File: config.mk
export PLATFORM = sky130hd
export DESIGN_NAME = fir_xifu_ex
export DESIGN_NICKNAME = d
export VERILOG_FILES = /design/src/rtl/fir_xifu_pkg.sv /design/src/rtl/fir_xifu_dotp.sv /design/src/rtl/fir_xifu_ex.sv
export SDC_FILE = /design/constraint.sdc
export NUM_CORES = 2
export LEC_CHECK = 0
export CAP_MARGIN = 30
export CORE_MARGIN = 2
export CORE_UTILIZATION = 45
export CTS_BUF_LIST = sky130_fd_sc_hd__clkbuf_8
export DETAILED_ROUTE_END_ITERATION = 6
export PLACE_DENSITY = 0.65
export SLEW_MARGIN = 20
export SYNTH_ARGS = -nofsm -noshare
export SYNTH_HDL_FRONTEND = slang
export SYNTH_SLANG_ARGS = --single-unit
File: constraint.sdc
create_clock -name clk_i -period 4.1 [get_ports clk_i]
set_input_delay 0.615 -clock clk_i [delete_from_list [all_inputs] [get_ports clk_i]]
set_output_delay 0.615 -clock clk_i [all_outputs]
set_load 0.01 [all_outputs]
File: src/rtl/fir_xifu_pkg.sv
// fir_xifu_pkg: shared types and constants for the FIR XIFU pipeline stages.
package fir_xifu_pkg;
    localparam int NB_REGS      = 4;
    localparam int REG_W        = $clog2(NB_REGS);
    localparam int DOTP_SHIFT_W = 5;
    localparam int ID_W         = 4;

    typedef logic [2:0] instr_t;
    localparam instr_t INSTR_INVALID  = 3'd0;
    localparam instr_t INSTR_XFIRLW   = 3'd1;
    localparam instr_t INSTR_XFIRSW   = 3'd2;
    localparam instr_t INSTR_XFIRDOTP = 3'd3;

    typedef enum logic [1:0] {EX_IDLE, EX_MEM_REQ, EX_HOLD} ex_state_e;

    typedef struct packed {
        instr_t                  instr;
        logic [ID_W-1:0]         id;
        logic [REG_W-1:0]        rd;
        logic [REG_W-1:0]        rs1;
        logic [REG_W-1:0]        rs2;
        logic [31:0]             rs1_val;
        logic [11:0]             imm;
        logic [31:0]             op_a;
        logic [31:0]             op_b;
        logic [DOTP_SHIFT_W-1:0] shift;
    } id2ex_t;

    typedef struct packed {
        instr_t           instr;
        logic [ID_W-1:0]  id;
        logic [REG_W-1:0] rd;
        logic [REG_W-1:0] rs1;
        logic [31:0]      result;
    } ex2wb_t;

    typedef struct packed {
        logic [2**ID_W-1:0] mem_issued;
    } ex2ctrl_t;

    typedef struct packed {
        logic [REG_W-1:0] rd;
        logic [31:0]      result;
        logic             we;
    } wb_fwd_t;

    typedef struct packed {
        logic [ID_W-1:0] id;
        logic [31:0]     addr;
        logic [31:0]     wdata;
        logic            we;
        logic [3:0]      be;
        logic [2:0]      size;
    } mem_req_t;
endpackage

File: src/rtl/fir_xifu_dotp.sv
// fir_xifu_dotp: packed 2x16 signed dot product followed by an arithmetic right shift.
// Defining FIR_XIFU_EX_SATURATE_EN clamps the shifted sum to the signed 32-bit range.
module fir_xifu_dotp
    import fir_xifu_pkg::*;
(
    input  logic [31:0]             op_a,
    input  logic [31:0]             op_b,
    input  logic [DOTP_SHIFT_W-1:0] shift,
    output logic [31:0]             result
);
    logic signed [31:0] p0, p1;
    logic signed [32:0] sum;
    assign p0  = 32'($signed(op_a[15:0])) * 32'($signed(op_b[15:0]));
    assign p1  = 32'($signed(op_a[31:16])) * 32'($signed(op_b[31:16]));
    assign sum = 33'(p0) + 33'(p1);
`ifdef FIR_XIFU_EX_SATURATE_EN
    logic signed [32:0] shifted;
    assign shifted = sum >>> shift;
    // bits 32 and 31 disagree only when the value leaves the 32-bit signed range
    assign result  = (shifted[32] != shifted[31]) ? {shifted[32], {31{~shifted[32]}}} : shifted[31:0];
`else
    assign result = 32'(sum >>> shift);
`endif
endmodule

File: src/rtl/fir_xifu_ex.sv
// fir_xifu_ex: FIR XIFU execute stage; issues xfirlw/xfirsw memory requests and computes xfirdotp.
// Optional FIR_XIFU_EX_SATURATE_EN selects a saturating dot product.
module fir_xifu_ex
    import fir_xifu_pkg::*;
(
    input  logic     clk_i,
    input  logic     rst_ni,
    output logic     xif_mem_valid_o,
    input  logic     xif_mem_ready_i,
    output mem_req_t xif_mem_req_o,
    input  id2ex_t   id2ex_i,
    input  logic     id_valid_i,
    output logic     ready_o,
    output ex2wb_t   ex2wb_o,
    input  logic     wb_ready_i,
    input  logic     kill_i,
    input  wb_fwd_t  wb_fwd_i,
    output ex2ctrl_t ex2ctrl_o
);
    ex_state_e   state;
    mem_req_t    req;
    ex2wb_t      pend;
    logic [31:0] op_a, op_b, dotp_res;
    logic        hs, is_mem, is_sw;

    assign op_a   = (wb_fwd_i.we && wb_fwd_i.rd == id2ex_i.rs1) ? wb_fwd_i.result : id2ex_i.op_a;
    assign op_b   = (wb_fwd_i.we && wb_fwd_i.rd == id2ex_i.rs2) ? wb_fwd_i.result : id2ex_i.op_b;
    assign is_sw  = id2ex_i.instr == INSTR_XFIRSW;
    assign is_mem = is_sw || id2ex_i.instr == INSTR_XFIRLW;

    assign ready_o         = state == EX_IDLE && (wb_ready_i || ex2wb_o.instr == INSTR_INVALID);
    // a kill withdraws the request unless the handshake completes in that very cycle
    assign xif_mem_valid_o = state == EX_MEM_REQ && (!kill_i || xif_mem_ready_i);
    assign hs              = xif_mem_valid_o && xif_mem_ready_i;
    assign xif_mem_req_o   = req;

    fir_xifu_dotp u_dotp (
        .op_a   (op_a),
        .op_b   (op_b),
        .shift  (id2ex_i.shift),
        .result (dotp_res)
    );

    always_ff @(posedge clk_i or negedge rst_ni)
        if (!rst_ni) begin
            state     <= EX_IDLE;
            req       <= '0;
            pend      <= '0;
            ex2wb_o   <= '0;
            ex2ctrl_o <= '0;
        end else begin
            ex2ctrl_o <= '0;
            if (hs) ex2ctrl_o.mem_issued[req.id] <= 1'b1;
            if (kill_i) begin
                state         <= EX_IDLE;
                ex2wb_o.instr <= INSTR_INVALID;
            end else case (state)
                EX_IDLE: if (ready_o) begin
                    ex2wb_o.instr <= INSTR_INVALID;
                    if (id_valid_i && is_mem) begin
                        req   <= '{id: id2ex_i.id, addr: id2ex_i.rs1_val, wdata: is_sw ? op_b : '0,
                                   we: is_sw, be: 4'hf, size: 3'b010};
                        pend  <= '{instr: id2ex_i.instr, id: id2ex_i.id, rd: id2ex_i.rd, rs1: id2ex_i.rs1,
                                   result: id2ex_i.rs1_val + {{20{id2ex_i.imm[11]}}, id2ex_i.imm}};
                        state <= EX_MEM_REQ;
                    end else if (id_valid_i && id2ex_i.instr == INSTR_XFIRDOTP)
                        ex2wb_o <= '{instr: INSTR_XFIRDOTP, id: id2ex_i.id, rd: id2ex_i.rd,
                                     rs1: id2ex_i.rs1, result: dotp_res};
                end
                EX_MEM_REQ: if (hs) begin
                    ex2wb_o <= pend;
                    state   <= wb_ready_i ? EX_IDLE : EX_HOLD;
                end
                EX_HOLD: if (wb_ready_i) begin
                    state         <= EX_IDLE;
                    ex2wb_o.instr <= INSTR_INVALID;
                end
                default: state <= EX_IDLE;
            endcase
        end
endmodule

==> flow_summary.toml <==
[outcome]
outcome = "finished with violations"
failed_checks = "setup timing"

[setup_path]
worst_path_most_repeated_cell = "fa_1"
critical_path.endpoint_type = "flip-flop"
worst-endpoint-required_ns = 4.51
critical-path-slowest-cell = "fa_1"
cp.buffers_inverters = 14
crit_path_start_kind = "input port"
worst-path-max-fanout = 9
critical_path.max_stage_delay_ns = 0.59
path_class = "input port to flip-flop"
cp_data_arrival_time_ns = 9.09
cp_top_family = "adder cells"

[timing]
period_share_pct = 211.7
worst_slew_margin_rel_pct = 40.16
fmax_ghz = 0.1152
tns_ns = -141.76
final-max-slew-violation-count = 0
setup_violations = 32
setup_slack_ns = -4.578
finalCriticalPeriod_ns = 8.678
timing.clock.skew_ns = 0.04325
worst-slew-pin-transition_ns = 0.8976
grt_setup_unrepaired = "true"
finalHoldViolations = 0

[cells_and_area]
fill_cells = 5979
design_area_um2 = 42910
design.final.nets = 5254
post_route_cells_drive_above_1_share_pct = 25.14
final_cell_mix = "628 x inv_1, 575 x buf_4, 566 x fa_1"
utilization_pct = 61.39
area.sequential_um2 = 4254
multi_input_logic_area_um2 = 26050
syn2layout_area_growth_pct = 35.51
final_common_cell = "inv_1"

[synth]
yosys.area_share.adder_pct = 44.21
netlist-cell-type-count = 92
postSynthCellCount = 3496
ys_dominant_reg_cell = "dfrtp_1"
synth-compound-area-share_pct = 10.68
synth_register_bits = 170
synth_mux_area_share_pct = 7.013
dominant_combinational_cell_family_by_area_after_synthesis = "adder cells"
synth-simple-area-share_pct = 13.01
synth-seq-area-share_pct = 13.43
synthesis.area_um2 = 31670
synth.yosys.warnings = 0
synth_xor_area_share_pct = 1.904
ys_async_sr_fraction_pct = 100.0
syn_area_per_cell_um2 = 9.059
number_of_synthesized_flops_with_an_enable_pin = 0

[die]
ioPinCount = 304
chipWidth_um = 269.3
floorplan.initialDensity_pct = 45.30
core_region_area_um2 = 69910
dieHeight_um = 269.3
fp.dieArea_um2 = 72510
num_rows = 97

[global_route]
grt_first_pass_wirelength_um = 168100
grt_pass1_vias = 29884
grt_max_degree = 130
gr-usage-all-layers_pct = 29.89
grt_remaining_overflow = 0
grt_antenna_before_repair = 1

[routing]
finalWirelength_um = 107000
route.vias.total = 28270
drt_pre_antenna_iters = 6
drtIter0Drc = 2049
drc_errors = 0
postRouteAntennaNets = 0
routed_wire_length_per_instance_um = 20.29
detail_route.vias_per_cell = 5.361

[placed_design]
dp_hpwl_um = 87140
routabilityCongestion = 0.9615
total_cell_area_at_the_placement_stage_um2 = 39970
numPortBuffers = 301

[clock_network]
clock_tree_from_tritoncts = "yes"
clock-root-buffer = "clkbuf_8"
h_tree_depth_reported_by_cts = 4
clock_sink_count = 170
clk_pin_slew_worst_paths_ns = 0.16
cts_made_buffers = 17
ctsLongestPathBuffers = 2
insertion_delay_ns = 0.56

[hold_path]
timing.hold.worst.class = "input port to async pin"

[flow_run]
maxCapViolations = 0
==> layer usage <==
layer	share of wire (%)	up-vias	global-route usage [%]
met4	5.5	0	13.85
met2	51	1068	53.02
met5	0	-	0
met1	38	14146	36.28
met3	5.5	309	3.625
li1	-	12747	-
==> repair_timing <==
action                                  CTS  global route
gates resized for setup                 279           109
hold buffers                              0             0
buffers inserted                         69            32
endpoints found under the setup margin   32            32
pin swaps                               124            61
gates cloned                              6             1
==> metrics by stage <==
step	setup slack [ns]	cells	hold slack, ns
CTS	-4.471	5239	0.04991
floorplan	-4.426	3497	0.3194
detailed placement	-5.822	5137	0.4648
global placement	-5.734	5137	0.4575
global route	-4.795	5273	0.08172
finish	-4.578	5273	0.03155
==> kinds of logic after synthesis <==
logic type	after synthesis
and+or+nand+nor	983
AOI/OAI and AO/OA	503
other	1
buffers and inverters	804
xor gates and xnor gates	68
adders and majority gates	768
DFF	170
muxes	199
==> cell type report <==
cell class              count  share of cell area (%)
well taps                 940                   2.741
diodes                      1                0.005831
flip-flops and latches    170                   9.913
clock inverters            15                  0.4927
clock buffers              17                  0.5452
multi-input cells        2523                   60.71
repair buffers            949                   19.82
inverters                 658                   5.773
==> worst register-to-register path: cells and delay by family, from the launching register on <==
family / cells / cell delay [ns]
compound gates: 2 / 0.81
flops: 1 / 0.42
simple gates: 3 / 1.57
==> flip-flops by register name, summed over array words and instances (netlist names) <==
signal	count
xif_mem_req_o	66
ex2wb_o	43
pend	43
ex2ctrl_o	16
state	2
==> Yosys cell counts (all sizes together), types with 13 or more instances <==
library cell  count  area share (%)
a211o            13            0.36
a211oi           23            0.64
a21o             23            0.55
a21oi           107             1.7
a31oi            25            0.49
and2             20            0.40
and3             16            0.32
buf              40            0.68
clkbuf          106             1.3
dfrtp           170              13
fa              585              37
ha              183             7.2
inv             657             7.8
mux2            103             3.7
mux2i            88             2.8
nand2           402             4.8
nand2b           20            0.40
nand3            30            0.47
nor2            402             4.8
nor3             29            0.46
o211ai           29            0.72
o21a             20            0.47
o21ai           136             2.2
o31ai            22            0.52
xnor2            47             1.3
xor2             21            0.58
==> final timing paths <==
path                                                 end                    startpoint  cells after the start  slack (ns)
max in group asynchronous  xif_mem_req_o[61]$_DFFE_PN0P_                        rst_ni                      2        2.99
setup reg to reg           xif_mem_req_o[26]$_DFFE_PN0P_       ex2wb_o[41]$_DFFE_PN0P_                      5        1.22
hold reg to reg             xif_mem_req_o[7]$_DFFE_PN0P_  xif_mem_req_o[7]$_DFFE_PN0P_                      2        0.49
setup / recovery                 ex2wb_o[10]$_DFFE_PN0P_                  id2ex_i[115]                     37       -4.58
hold / removal              xif_mem_req_o[9]$_DFFE_PN0P_                        rst_ni                      1        0.03
min in group clk_i          xif_mem_req_o[7]$_DFFE_PN0P_  xif_mem_req_o[7]$_DFFE_PN0P_                      2        0.49
Power is left out: the tool's default activity adds up to more than one toggle a clock period on the data nets, which glitch-free logic cannot reach.
